<file path="src/rtl/user_reg_master_if.sv">
// Host-side request/completion and user register bus signals of user_reg_master.
// The master modport is the initiator's view; slave is the view of the host and user logic around it.
interface user_reg_master_if;
    logic        i_host_valid;
    logic        o_host_ready;
    logic        i_host_wr;
    logic [19:0] i_host_addr;
    logic [31:0] i_host_data;
    logic        o_host_rd_valid;
    logic [31:0] o_host_rd_data;
    logic        o_host_rd_err;
    logic        o_user_wr_req;
    logic        o_user_rd_req;
    logic [19:0] o_user_addr;
    logic [31:0] o_user_data;
    logic [31:0] i_user_data;
    logic        i_user_rd_ack;

    modport master (
        input  i_host_valid, i_host_wr, i_host_addr, i_host_data,
        input  i_user_data, i_user_rd_ack,
        output o_host_ready, o_host_rd_valid, o_host_rd_data, o_host_rd_err,
        output o_user_wr_req, o_user_rd_req, o_user_addr, o_user_data
    );

    modport slave (
        output i_host_valid, i_host_wr, i_host_addr, i_host_data,
        output i_user_data, i_user_rd_ack,
        input  o_host_ready, o_host_rd_valid, o_host_rd_data, o_host_rd_err,
        input  o_user_wr_req, o_user_rd_req, o_user_addr, o_user_data
    );
endinterface

</file>
<file path="src/rtl/user_reg_master.sv">
// Register-bus initiator: turns single host reads/writes into user-bus strobes and read completions.
// Define USER_REG_TIMEOUT_EN to build the read timeout counter and error completion path.
module user_reg_master #(
    parameter int unsigned TIMEOUT_CYCLES = 64,
    parameter logic [31:0] ERR_DATA       = 32'hFFFF_FFFF
) (
    input logic               i_pcie_clk,
    input logic               i_rst,
    user_reg_master_if.master bus
);

    typedef enum logic [2:0] {IDLE, WR, RD_REQ, RD_WAIT, RESP} state_t;

    state_t      state_q, state_d;
    logic        hostReady_q, hostReady_d;
    logic        userWrReq_q, userWrReq_d;
    logic        userRdReq_q, userRdReq_d;
    logic        rdValid_q, rdValid_d;
    logic [19:0] userAddr_q, userAddr_d;
    logic [31:0] userData_q, userData_d;
    logic [31:0] rdData_q, rdData_d;

`ifdef USER_REG_TIMEOUT_EN
    localparam logic [15:0] TIMEOUT_LAST = 16'(TIMEOUT_CYCLES - 1);
    logic        rdErr_q, rdErr_d;
    logic [15:0] timeoutCnt_q, timeoutCnt_d;
`else
    logic [47:0] unusedCfg;
    assign unusedCfg = {ERR_DATA, 16'(TIMEOUT_CYCLES)};
`endif

    always_ff @(posedge i_pcie_clk) begin
        if (i_rst) begin
            state_q      <= IDLE;
            hostReady_q  <= 1'b0;
            userWrReq_q  <= 1'b0;
            userRdReq_q  <= 1'b0;
            rdValid_q    <= 1'b0;
            userAddr_q   <= '0;
            userData_q   <= '0;
            rdData_q     <= '0;
`ifdef USER_REG_TIMEOUT_EN
            rdErr_q      <= 1'b0;
            timeoutCnt_q <= '0;
`endif
        end else begin
            state_q      <= state_d;
            hostReady_q  <= hostReady_d;
            userWrReq_q  <= userWrReq_d;
            userRdReq_q  <= userRdReq_d;
            rdValid_q    <= rdValid_d;
            userAddr_q   <= userAddr_d;
            userData_q   <= userData_d;
            rdData_q     <= rdData_d;
`ifdef USER_REG_TIMEOUT_EN
            rdErr_q      <= rdErr_d;
            timeoutCnt_q <= timeoutCnt_d;
`endif
        end
    end

    // Strobes and ready are registered copies of the next state, so each lines up with its state.
    always_comb begin
        state_d      = state_q;
        userAddr_d   = userAddr_q;
        userData_d   = userData_q;
        rdData_d     = rdData_q;
`ifdef USER_REG_TIMEOUT_EN
        rdErr_d      = rdErr_q;
        timeoutCnt_d = timeoutCnt_q;
`endif
        case (state_q)
            IDLE: begin
                if (bus.i_host_valid && hostReady_q) begin
                    userAddr_d = bus.i_host_addr;
                    userData_d = bus.i_host_data;
`ifdef USER_REG_TIMEOUT_EN
                    timeoutCnt_d = '0;
`endif
                    state_d = bus.i_host_wr ? WR : RD_REQ;
                end
            end
            WR: state_d = IDLE;
            RD_REQ: begin
                if (bus.i_user_rd_ack) begin
                    rdData_d = bus.i_user_data;
`ifdef USER_REG_TIMEOUT_EN
                    rdErr_d  = 1'b0;
`endif
                    state_d  = RESP;
                end else begin
`ifdef USER_REG_TIMEOUT_EN
                    timeoutCnt_d = timeoutCnt_q + 16'd1;
`endif
                    state_d = RD_WAIT;
                end
            end
            RD_WAIT: begin
                // An ack arriving on the timeout cycle still wins.
                if (bus.i_user_rd_ack) begin
                    rdData_d = bus.i_user_data;
`ifdef USER_REG_TIMEOUT_EN
                    rdErr_d  = 1'b0;
`endif
                    state_d  = RESP;
                end
`ifdef USER_REG_TIMEOUT_EN
                else if (timeoutCnt_q == TIMEOUT_LAST) begin
                    rdData_d = ERR_DATA;
                    rdErr_d  = 1'b1;
                    state_d  = RESP;
                end else begin
                    timeoutCnt_d = timeoutCnt_q + 16'd1;
                end
`endif
            end
            RESP:    state_d = IDLE;
            default: state_d = IDLE;
        endcase

        hostReady_d = (state_d == IDLE);
        userWrReq_d = (state_d == WR);
        userRdReq_d = (state_d == RD_REQ);
        rdValid_d   = (state_d == RESP);
    end

    assign bus.o_host_ready    = hostReady_q;
    assign bus.o_user_wr_req   = userWrReq_q;
    assign bus.o_user_rd_req   = userRdReq_q;
    assign bus.o_host_rd_valid = rdValid_q;
    assign bus.o_user_addr     = userAddr_q;
    assign bus.o_user_data     = userData_q;
    assign bus.o_host_rd_data  = rdData_q;
`ifdef USER_REG_TIMEOUT_EN
    assign bus.o_host_rd_err   = rdErr_q;
`else
    assign bus.o_host_rd_err   = 1'b0;
`endif

endmodule

</file>
<file path="src/flat_wrapper.sv">
// flat-port wrapper written by rule: the top's interface ports become plain ports
module user_reg_master_flat 
#(
    parameter int unsigned TIMEOUT_CYCLES = 64,
    parameter logic [31:0] ERR_DATA       = 32'hFFFF_FFFF
)
  (i_pcie_clk, i_rst, bus_i_host_valid, bus_i_host_wr, bus_i_host_addr, bus_i_host_data, bus_i_user_data, bus_i_user_rd_ack, bus_o_host_ready, bus_o_host_rd_valid, bus_o_host_rd_data, bus_o_host_rd_err, bus_o_user_wr_req, bus_o_user_rd_req, bus_o_user_addr, bus_o_user_data);
  user_reg_master_if bus_i ();
  input logic i_pcie_clk;
  input logic i_rst;
  input wire logic [$bits(bus_i.i_host_valid)-1:0] bus_i_host_valid;
  input wire logic [$bits(bus_i.i_host_wr)-1:0] bus_i_host_wr;
  input wire logic [$bits(bus_i.i_host_addr)-1:0] bus_i_host_addr;
  input wire logic [$bits(bus_i.i_host_data)-1:0] bus_i_host_data;
  input wire logic [$bits(bus_i.i_user_data)-1:0] bus_i_user_data;
  input wire logic [$bits(bus_i.i_user_rd_ack)-1:0] bus_i_user_rd_ack;
  output wire logic [$bits(bus_i.o_host_ready)-1:0] bus_o_host_ready;
  output wire logic [$bits(bus_i.o_host_rd_valid)-1:0] bus_o_host_rd_valid;
  output wire logic [$bits(bus_i.o_host_rd_data)-1:0] bus_o_host_rd_data;
  output wire logic [$bits(bus_i.o_host_rd_err)-1:0] bus_o_host_rd_err;
  output wire logic [$bits(bus_i.o_user_wr_req)-1:0] bus_o_user_wr_req;
  output wire logic [$bits(bus_i.o_user_rd_req)-1:0] bus_o_user_rd_req;
  output wire logic [$bits(bus_i.o_user_addr)-1:0] bus_o_user_addr;
  output wire logic [$bits(bus_i.o_user_data)-1:0] bus_o_user_data;
  assign bus_i.i_host_valid = bus_i_host_valid;
  assign bus_i.i_host_wr = bus_i_host_wr;
  assign bus_i.i_host_addr = bus_i_host_addr;
  assign bus_i.i_host_data = bus_i_host_data;
  assign bus_i.i_user_data = bus_i_user_data;
  assign bus_i.i_user_rd_ack = bus_i_user_rd_ack;
  assign bus_o_host_ready = bus_i.o_host_ready;
  assign bus_o_host_rd_valid = bus_i.o_host_rd_valid;
  assign bus_o_host_rd_data = bus_i.o_host_rd_data;
  assign bus_o_host_rd_err = bus_i.o_host_rd_err;
  assign bus_o_user_wr_req = bus_i.o_user_wr_req;
  assign bus_o_user_rd_req = bus_i.o_user_rd_req;
  assign bus_o_user_addr = bus_i.o_user_addr;
  assign bus_o_user_data = bus_i.o_user_data;
  user_reg_master #(.TIMEOUT_CYCLES(TIMEOUT_CYCLES), .ERR_DATA(ERR_DATA)) u_core (.i_pcie_clk(i_pcie_clk), .i_rst(i_rst), .bus(bus_i));
endmodule
</file>
<file path="config.mk">
export PLATFORM = sky130hd
export DESIGN_NAME = user_reg_master_flat
export DESIGN_NICKNAME = d
export VERILOG_FILES = /design/src/rtl/user_reg_master_if.sv /design/src/rtl/user_reg_master.sv /design/src/flat_wrapper.sv
export SDC_FILE = /design/constraint.sdc
export NUM_CORES = 1
export LEC_CHECK = 0
export BUFFER_PORTS_ARGS = -buffer_cell sky130_fd_sc_hd__buf_2
export CORE_MARGIN = 2
export CORE_UTILIZATION = 45
export CTS_CLUSTER_DIAMETER = 50
export DETAILED_ROUTE_END_ITERATION = 12
export GPL_TIMING_DRIVEN = 0
export PLACE_DENSITY_LB_ADDON = 0.08
export SYNTH_ARGS = -nofsm -noshare
export SYNTH_HDL_FRONTEND = slang
export SYNTH_SLANG_ARGS = --single-unit
export TNS_END_PERCENT = 5
</file>
<file path="constraint.sdc">
create_clock -name i_pcie_clk -period 3.47 [get_ports i_pcie_clk]
set_clock_uncertainty 0.05 [all_clocks]
set_input_delay 0.694 -clock i_pcie_clk [delete_from_list [all_inputs] [get_ports i_pcie_clk]]
set_output_delay 0.694 -clock i_pcie_clk [all_outputs]
set_load 0.02 [all_outputs]
</file>
==> results of run 1 <==
==> layout by cell type (no fill, tap or decap) <==
master and count:
sky130_fd_sc_hd__mux2i_1 52, sky130_fd_sc_hd__a21oi_2 1, sky130_fd_sc_hd__conb_1 1, sky130_fd_sc_hd__nor2b_4 1, sky130_fd_sc_hd__or4_4 1, sky130_fd_sc_hd__nand2b_1 105
sky130_fd_sc_hd__buf_4 2, sky130_fd_sc_hd__bufinv_16 1, sky130_fd_sc_hd__o31ai_2 1, sky130_fd_sc_hd__inv_6 1, sky130_fd_sc_hd__nand2_1 1, sky130_fd_sc_hd__or3b_2 1
sky130_fd_sc_hd__a22o_1 32, sky130_fd_sc_hd__buf_12 5, sky130_fd_sc_hd__nor3_1 2, sky130_fd_sc_hd__buf_2 180, sky130_fd_sc_hd__clkinvlp_4 3, sky130_fd_sc_hd__dfxtp_1 91
sky130_fd_sc_hd__clkinv_2 1, sky130_fd_sc_hd__clkbuf_8 9, sky130_fd_sc_hd__nor2_1 1, sky130_fd_sc_hd__and3b_1 2, sky130_fd_sc_hd__clkbuf_1 11, sky130_fd_sc_hd__buf_6 4
sky130_fd_sc_hd__o21ai_1 1, sky130_fd_sc_hd__nor4_2 1
==> flip-flops by register name (all words and copies together), names as in the netlist <==
register                    flops
u_core.state_q                  3
u_core.bus.o_user_data         32
u_core.bus.o_host_ready         1
u_core.bus.o_host_rd_data      32
u_core.bus.o_user_wr_req        1
u_core.bus.o_user_addr         20
u_core.bus.o_user_rd_req        1
u_core.bus.o_host_rd_valid      1
==> layer usage <==
metal / up-vias / global-route usage / wire length (um)
met5: - / 0 / 0
met4: 0 / 0.0652 / 82
met3: 7 / 0.0556 / 712
met2: 110 / 0.303 / 3740
met1: 1294 / 0.234 / 3580
li1: 1447 / - / -
==> layout make-up <==
type | count | area share
multi-input cells | 203 | 0.326
repair buffers | 176 | 0.183
flip-flops and latches | 91 | 0.379
clock inverters | 6 | 0.0138
clock buffers | 9 | 0.0257
plain buffers | 26 | 0.0460
well taps | 102 | 0.0265
==> worst max path at each step <==
stage / startpoint / to / slack [ns] / cells after the start
floorplan: bus_i_host_valid / u_core.bus.o_user_addr[10] / 1.92 / 5
global placement: i_rst / u_core.bus.o_user_addr[1] / 1.68 / 5
detailed placement: i_rst / u_core.bus.o_host_rd_data[28] / 1.64 / 5
CTS: u_core.bus.o_host_rd_data[28] / bus_o_host_rd_data[28] / 1.83 / 1
global route: u_core.bus.o_user_addr[2] / bus_o_user_addr[2] / 1.80 / 1
finish: u_core.bus.o_host_rd_data[28] / bus_o_host_rd_data[28] / 1.85 / 1
==> through the flow <==
step | hold WS [ns] | cell area (um2) | instances | setup slack [ns]
floorplan | 0.496 | 3610 | 320 | 1.92
global placement | 0.405 | 4620 | 598 | 1.68
detailed placement | 0.409 | 4620 | 598 | 1.64
CTS | 0.427 | 4810 | 613 | 1.83
global route | 0.437 | 4810 | 613 | 1.80
finish | 0.422 | 4810 | 613 | 1.85
==> cell families after synthesis <==
logic type,Yosys count
AO/OA/AOI/OAI,35
buffers and inverters,26
flip-flops,91
multiplexers,52
other,1
AND/OR/NAND/NOR,115
==> power by group through the flow <==
stage,Clock [mW],Combinational [mW],Sequential (mW)
floorplan,0,0.138,1.18
CTS,0.720,0.309,1.11
global placement,0,0.303,1.13
finish,0.698,0.304,1.11
detailed placement,0,0.308,1.13
global route,0.757,0.331,1.11
==> Yosys cell counts (all sizes together) <==
master,n,area share
o21ai,1,0.0014
or4,1,0.0031
and3b,2,0.0049
a21oi,1,0.0024
dfxtp,91,0.50
o31ai,1,0.0035
nor2,1,0.0010
mux2i,52,0.14
nor2b,1,0.0038
buf,15,0.050
or3b,1,0.0024
nand2,1,0.0010
nor3,2,0.0028
nand2b,105,0.18
a22o,32,0.078
conb,1,0.0010
nor4,1,0.0035
clkbuf,11,0.011
==> qor.txt, run 1 <==
Total power divided by cell area -> 438 nW/um2
Total number of vias -> 2858
Remaining antenna violation count -> 0
Total Routing Usage GR -> 0.186
Combinational power share -> 0.144
Fill cells -> 698
RePlAce Congestion -> 0.708
Combined area of all synthesized cells -> 3610 um2
Clock Root Buffer -> sky130_fd_sc_hd__clkbuf_8
Final-layout setup total negative slack -> 0 ns
Clock transition at the register clock pins on the worst setup and hold paths after CTS -> 0.09 ns
Xor/xnor share of the synthesized area -> 0
Total clock buffers created by CTS -> 9
Setup Viol. Count Final -> 0
Half-perimeter wire length after placement -> 6050 um
Worst Hold Path Cells -> 2
Max VDD drop -> 0.000255 V
Static Leakage -> 2.27 nW
Share of synthesized cell area in and, or, nand and nor gates -> 0.204
Final count of hold timing violations -> 0
Area used by multi-input combinational logic -> 1570 um2
Effective utilization at floorplan -> 0.465
Number of gates resized after CTS -> 0
Final period util -> 0.467
End of the worst hold path -> u_core.bus.o_user_data[1]
Number of antenna violations at the first check in global routing -> 0
Die extent in y -> 93.6 um
Fraction of power spent switching nets -> 0.258
Reg-to-reg startpoint -> u_core.state_q[2]
CTS Sinks -> 91
Number of setup buffers added after CTS -> 0
Die width -> 93.6 um
Layout Area Growth over Synthesis -> 33.2%
Count of pins on the block boundary -> 178
Area inside the core boundary -> 7770 um2
Average detailed-routed wire length per instance -> 13.3 um
Setup crit end kind -> primary output
Compound-gate portion of the synthesized area -> 0.0849
Count of antenna diodes in the layout -> 0
Vias per inst -> 4.66
Die Footprint -> 8760 um2
Hold buffer count at CTS -> 0
Crit path arrival time -> 0.88 ns
Largest fanout on the critical path -> 2
Worst skew pair latency -> 0.34 ns
Clock tree from TritonCTS -> built
Internal cell power -> 1.56 mW
Maximum clock path buffer count -> 2
Run status -> complete, no violations
Achievable frequency -> 617 MHz
Final-report max-slew violation count -> 0
Max-cap check violation count -> 0
Hold Path Origin -> u_core.bus.o_user_data[1]
Wire length of the first global-routing pass -> 13000 um
Pin count of the biggest net entering global routing -> 16
Total length of routed wires -> 8120 um
Storage cell area -> 1820 um2
Required time of the critical path -> 2.73 ns
FP Rows -> 32
Sequential cell area fraction in the yosys report -> 0.504
Type of the most critical hold path -> reg -> reg
Worst-case register-to-register setup slack -> 2.10 ns
Synthesized netlist net count -> 409
Number of violations reported at the end of detailed-routing iteration 0 -> 65
Share of power burned in the clock network -> 0.331
Number of input and output port buffers inserted -> 176
Cells after synthesis -> 320
Via count of the first global-routing pass -> 2780
Crit path cell chain -> buf_2
Number of buffers and inverters on the critical path -> 1
Cell with the biggest individual delay on the critical path -> sky130_fd_sc_hd__dfxtp_1
Shortest clock period the worst path allows after layout -> 1.62 ns
DR DRC count -> 0
Post-synthesis area per instance -> 11.3 um2
Worst-case reg-to-reg path depth -> 4
Fraction of final layout cells with drive strength greater than 1 -> 0.415
Combinational family with the most area after synthesis -> simple AND/OR/NAND/NOR gates
Net switching power figure -> 0.545 mW
Cell variety after synth -> 21
CP Class -> reg -> out
Net count of the finished layout -> 596
Sequential share of power -> 0.525
CP peak stage delay -> 0.36 ns
Mux share of post-synthesis cell area -> 0.144
Critical path startpoint category -> register
Largest delay share family, worst path -> flip-flops
Length of the first detailed-routing pass in iterations -> 4
Leftover overflow at the end of global routing -> 0
Number of synthesis warnings -> 0
Number of synthesized register bits -> 91
Post-synthesis adder-cell area fraction -> 0
Post-Route Utilization -> 0.619
H-Tree Level Count -> 3
Unrepaired setup endpoints after global routing -> no
Destination of the worst register-to-register timing path -> u_core.bus.o_user_addr[1]
Total power -> 2.11 mW
Power figures use the tool's default switching activity.
==> run 2, diff against run 1 <==
- clock period: 3.47 -> 1.5 ns (I/O delays scaled with it)
==> qor.txt, run 2 (synthesized netlist as in run 1, its figures left out) <==
Total number of vias -> 2868
Effective utilization at floorplan -> 0.465
Pin count of the biggest net entering global routing -> 16
Die Footprint -> 8760 um2
H-Tree Level Count -> 3
Die extent in y -> 93.6 um
CTS Sinks -> 91
Crit path arrival time -> 1.58 ns
Length of the first detailed-routing pass in iterations -> 4
Final-report max-slew violation count -> 0
Setup crit end kind -> register
Leftover overflow at the end of global routing -> 0
Average detailed-routed wire length per instance -> 13.2 um
Crit path cell chain -> nor4_2 -> buf_6 -> buf_12 -> mux2i_1
Most frequent standard cell in the layout excluding fill and tap cells -> sky130_fd_sc_hd__buf_2
Final-layout setup total negative slack -> 0 ns
Maximum clock path buffer count -> 2
Max-cap check violation count -> 0
Number of buffers and inverters on the critical path -> 2
Net count of the finished layout -> 598
Cell with the biggest individual delay on the critical path -> sky130_fd_sc_hd__dfxtp_1
Static Leakage -> 2.28 nW
Number of gates resized after CTS -> 0
Number of setup buffers added after CTS -> 0
Total clock buffers created by CTS -> 9
Clock transition at the register clock pins on the worst setup and hold paths after CTS -> 0.09 ns
Number of violations reported at the end of detailed-routing iteration 0 -> 64
Via count of the first global-routing pass -> 2780
FP Rows -> 32
Clock tree from TritonCTS -> built
Total length of routed wires -> 8110 um
DR DRC count -> 0
Max VDD drop -> 0.000586 V
CP Class -> reg -> reg
Shortest clock period the worst path allows after layout -> 1.36 ns
Achievable frequency -> 734 MHz
Clock Root Buffer -> sky130_fd_sc_hd__clkbuf_8
Unrepaired setup endpoints after global routing -> no
Hold buffer count at CTS -> 0
Layout Area Growth over Synthesis -> 33.6%
Worst-case register-to-register setup slack -> 0.14 ns
Commonest cells after routing, fill and taps aside -> sky130_fd_sc_hd__buf_2 (180), sky130_fd_sc_hd__nand2b_1 (105), sky130_fd_sc_hd__dfxtp_1 (91)
RePlAce Congestion -> 0.708
CP peak stage delay -> 0.36 ns
Type of the most critical hold path -> in -> reg
Largest fanout on the critical path -> 10
Count of pins on the block boundary -> 178
Half-perimeter wire length after placement -> 6050 um
Vias per inst -> 4.66
Wire length of the first global-routing pass -> 13000 um
Fraction of final layout cells with drive strength greater than 1 -> 0.417
Total power -> 4.87 mW
Worst skew pair latency -> 0.33 ns
Number of input and output port buffers inserted -> 176
Remaining antenna violation count -> 0
Count of antenna diodes in the layout -> 0
Critical path startpoint category -> register
Total power divided by cell area -> 1010 nW/um2
Total Routing Usage GR -> 0.186
Die width -> 93.6 um
Largest delay share family, worst path -> buffers and inverters
Number of antenna violations at the first check in global routing -> 0
Final count of hold timing violations -> 0
Setup Viol. Count Final -> 0
Area inside the core boundary -> 7770 um2
Required time of the critical path -> 1.71 ns
Run status -> complete, no violations
Final period util -> 0.909
-- run 2: cell types whose count changed in the layout (fill, tap and decap cells not counted), sizes merged --
cell / previous run / this run
buf: 191 / 193
-- run 2: final cells by class --
cell class	instances	area, um2
fill	697	2940
tap	102	128
buffer	26	221
multi-input combinational	203	1570
clock inverter	6	66.3
sequential	91	1820
clock buffer	9	124
timing repair buffer	178	896
-- run 2: worst paths after layout --
kind                                   from                       endpoint  cells after the start
setup / recovery          u_core.state_q[2]      u_core.bus.o_user_addr[1]                      4
hold / removal          bus_i_user_data[22]  u_core.bus.o_host_rd_data[22]                      2
setup reg to reg          u_core.state_q[2]      u_core.bus.o_user_addr[1]                      4
hold reg to reg   u_core.bus.o_user_data[1]      u_core.bus.o_user_data[1]                      2
-- run 2: metal layers --
metal	wire length, um	global-route usage
met1	3570	0.234
met5	0	0
met2	3760	0.303
met4	82	0.0652
met3	702	0.0556
-- run 2: metrics by stage --
stage	utilization	instance area, um2	cells	hold slack [ns]	setup WS (ns)
6_report	0.621	4830	615	0.110	0.137
5_1_grt	0.621	4830	615	0.0924	0.0116
3_3_place_gp	0.595	4620	598	0.405	0.107
3_5_place_dp	0.595	4620	598	0.409	0.0680
4_1_cts	0.619	4810	613	0.0887	0.0843
2_1_floorplan	-	3610	320	0.328	0.178
-- run 2: power by group --
group	switching (mW)	leakage [nW]	internal, mW
clock network	0.844	0.0877	0.764
registers	0.0469	0.739	2.51
logic	0.364	1.46	0.344
==> run 3, diff against run 2 <==
- CORE_MARGIN: 2 -> default
- CTS_BUF_LIST: default -> sky130_fd_sc_hd__clkbuf_4
- clock period: 1.5 -> 1.6 ns (I/O delays scaled with it)
==> qor.txt, run 3 (synthesized netlist as in run 1, its figures left out) <==
Total Routing Usage GR -> 0.190
Total number of vias -> 2883
Crit path arrival time -> 1.69 ns
Achievable frequency -> 717 MHz
Final-report max-slew violation count -> 0
Hold buffer count at CTS -> 0
Area inside the core boundary -> 7730 um2
Post-route worst setup slack -> 0.206 ns
Setup crit end kind -> register
Run status -> complete, no violations
Pin count of the biggest net entering global routing -> 16
Unrepaired setup endpoints after global routing -> no
Crit path cell chain -> nor4_2 -> buf_6 -> buf_12 -> mux2i_1
RePlAce Congestion -> 0.771
Effective utilization at floorplan -> 0.467
Net switching power figure -> 1.14 mW
H-Tree Level Count -> 3
Cell with the biggest individual delay on the critical path -> sky130_fd_sc_hd__dfxtp_1
CP peak stage delay -> 0.38 ns
Most frequent standard cell in the layout excluding fill and tap cells -> sky130_fd_sc_hd__buf_2
Die Footprint -> 8390 um2
Length of the first detailed-routing pass in iterations -> 4
Total clock buffers created by CTS -> 9
Largest delay share family, worst path -> buffers and inverters
Number of violations reported at the end of detailed-routing iteration 0 -> 51
Critical path startpoint category -> register
CP Class -> reg -> reg
Clock Root Buffer -> sky130_fd_sc_hd__clkbuf_4
CTS Sinks -> 91
Number of antenna violations at the first check in global routing -> 0
Net count of the finished layout -> 596
Met3 track utilization from global routing -> 0.0544
Worst skew pair latency -> 0.41 ns
Worst Hold Slack -> 0.0492 ns
Max VDD drop -> 0.000531 V
Commonest cells after routing, fill and taps aside -> sky130_fd_sc_hd__buf_2 (180), sky130_fd_sc_hd__nand2b_1 (105), sky130_fd_sc_hd__dfxtp_1 (91)
Final-layout setup total negative slack -> 0 ns
Die extent in y -> 91.6 um
Met2 track utilization from global routing -> 0.307
Met1 Resource Use GR -> 0.230
Count of pins on the block boundary -> 178
Most used routing layer -> met2
Number of buffers and inverters on the critical path -> 2
Number of setup buffers added after CTS -> 0
Count of antenna diodes in the layout -> 0
Internal cell power -> 3.15 mW
Leftover overflow at the end of global routing -> 0
Half-perimeter wire length after placement -> 5970 um
Wire length of the first global-routing pass -> 12600 um
Static Leakage -> 2.26 nW
FP Rows -> 32
DR DRC count -> 0
Fraction of final layout cells with drive strength greater than 1 -> 0.412
Max-cap check violation count -> 0
Post-placement setup slack -> 0.133 ns
Maximum clock path buffer count -> 2
Setup Viol. Count Final -> 0
Number of input and output port buffers inserted -> 176
Remaining antenna violation count -> 0
Total length of routed wires -> 7880 um
Vias per inst -> 4.70
Share of power burned in the clock network -> 0.287
Layout Area Growth over Synthesis -> 31.7%
Largest fanout on the critical path -> 10
Average detailed-routed wire length per instance -> 12.8 um
Combinational power share -> 0.153
Clock tree from TritonCTS -> built
Fraction of power spent switching nets -> 0.267
Via count of the first global-routing pass -> 2664
Total power divided by cell area -> 903 nW/um2
Number of gates resized after CTS -> 0
Type of the most critical hold path -> in -> reg
Shortest clock period the worst path allows after layout -> 1.39 ns
Fill cells -> 689
Clock transition at the register clock pins on the worst setup and hold paths after CTS -> 0.14 ns
Sequential share of power -> 0.560
Required time of the critical path -> 1.89 ns
Final period util -> 0.871
Final count of hold timing violations -> 0
Die width -> 91.6 um
-- run 3: changes by cell type in the layout (fill, tap and decap cells not counted) --
cell                         before  now
sky130_fd_sc_hd__clkinv_1         0    2
sky130_fd_sc_hd__clkinvlp_4       3    0
sky130_fd_sc_hd__buf_4            4    2
sky130_fd_sc_hd__clkbuf_4         0    9
sky130_fd_sc_hd__inv_6            1    0
sky130_fd_sc_hd__clkbuf_8         9    0
sky130_fd_sc_hd__clkinv_4         0    3
-- run 3: final timing paths --
check                                                     end  depth (start not counted)  slack [ns]                       from
worst max-delay path               u_core.bus.o_user_data[25]                          4        0.21          u_core.state_q[2]
worst min register to register      u_core.bus.o_user_data[1]                          2        0.43  u_core.bus.o_user_data[1]
worst min-delay path            u_core.bus.o_host_rd_data[22]                          2        0.05        bus_i_user_data[22]
worst max register to register     u_core.bus.o_user_data[25]                          4        0.21          u_core.state_q[2]
-- run 3: metal layers --
layer  routed length, um  share of wire
met1                3420           0.43
met2                3680           0.47
met3                 617          0.078
met4                 155          0.020
met5                   0              0
-- run 3: layout make-up --
| type | instances | area (um2) | area share |
|---|---|---|---|
| sequential | 91 | 1820 | 0.383 |
| timing repair buffer | 176 | 881 | 0.185 |
| tap | 102 | 128 | 0.0268 |
| multi-input combinational | 203 | 1570 | 0.330 |
| buffer | 26 | 221 | 0.0466 |
| clock inverter | 7 | 68.8 | 0.0145 |
| clock buffer | 9 | 67.6 | 0.0142 |
-- run 3: worst register-to-register path, stage by stage (launching register included) --
cell and delay [ns]:
sky130_fd_sc_hd__dfxtp_1 0.38, sky130_fd_sc_hd__nor4_2 0.30, sky130_fd_sc_hd__buf_6 0.23, sky130_fd_sc_hd__buf_12 0.16
sky130_fd_sc_hd__mux2i_1 0.21
-- run 3: stage by stage --
| step | total power [mW] | util | area [um2] | std cells |
|---|---|---|---|---|
| 2_1_floorplan | 2.86 | - | 3610 | 320 |
| 3_3_place_gp | 3.10 | 0.598 | 4620 | 598 |
| 3_5_place_dp | 3.12 | 0.598 | 4620 | 598 |
| 4_1_cts | 4.33 | 0.616 | 4760 | 614 |
| 5_1_grt | 4.50 | 0.616 | 4760 | 614 |
| 6_report | 4.29 | 0.616 | 4760 | 614 |
-- run 3: power groups by stage --
stage                     sequential (mW)  combinational, mW  clock, mW
after detailed placement             2.45              0.667          0
after global routing                 2.41              0.712       1.38
after global placement               2.45              0.657          0
after floorplan                      2.56              0.300          0
final                                2.40              0.658       1.23
after CTS                            2.40              0.669       1.26
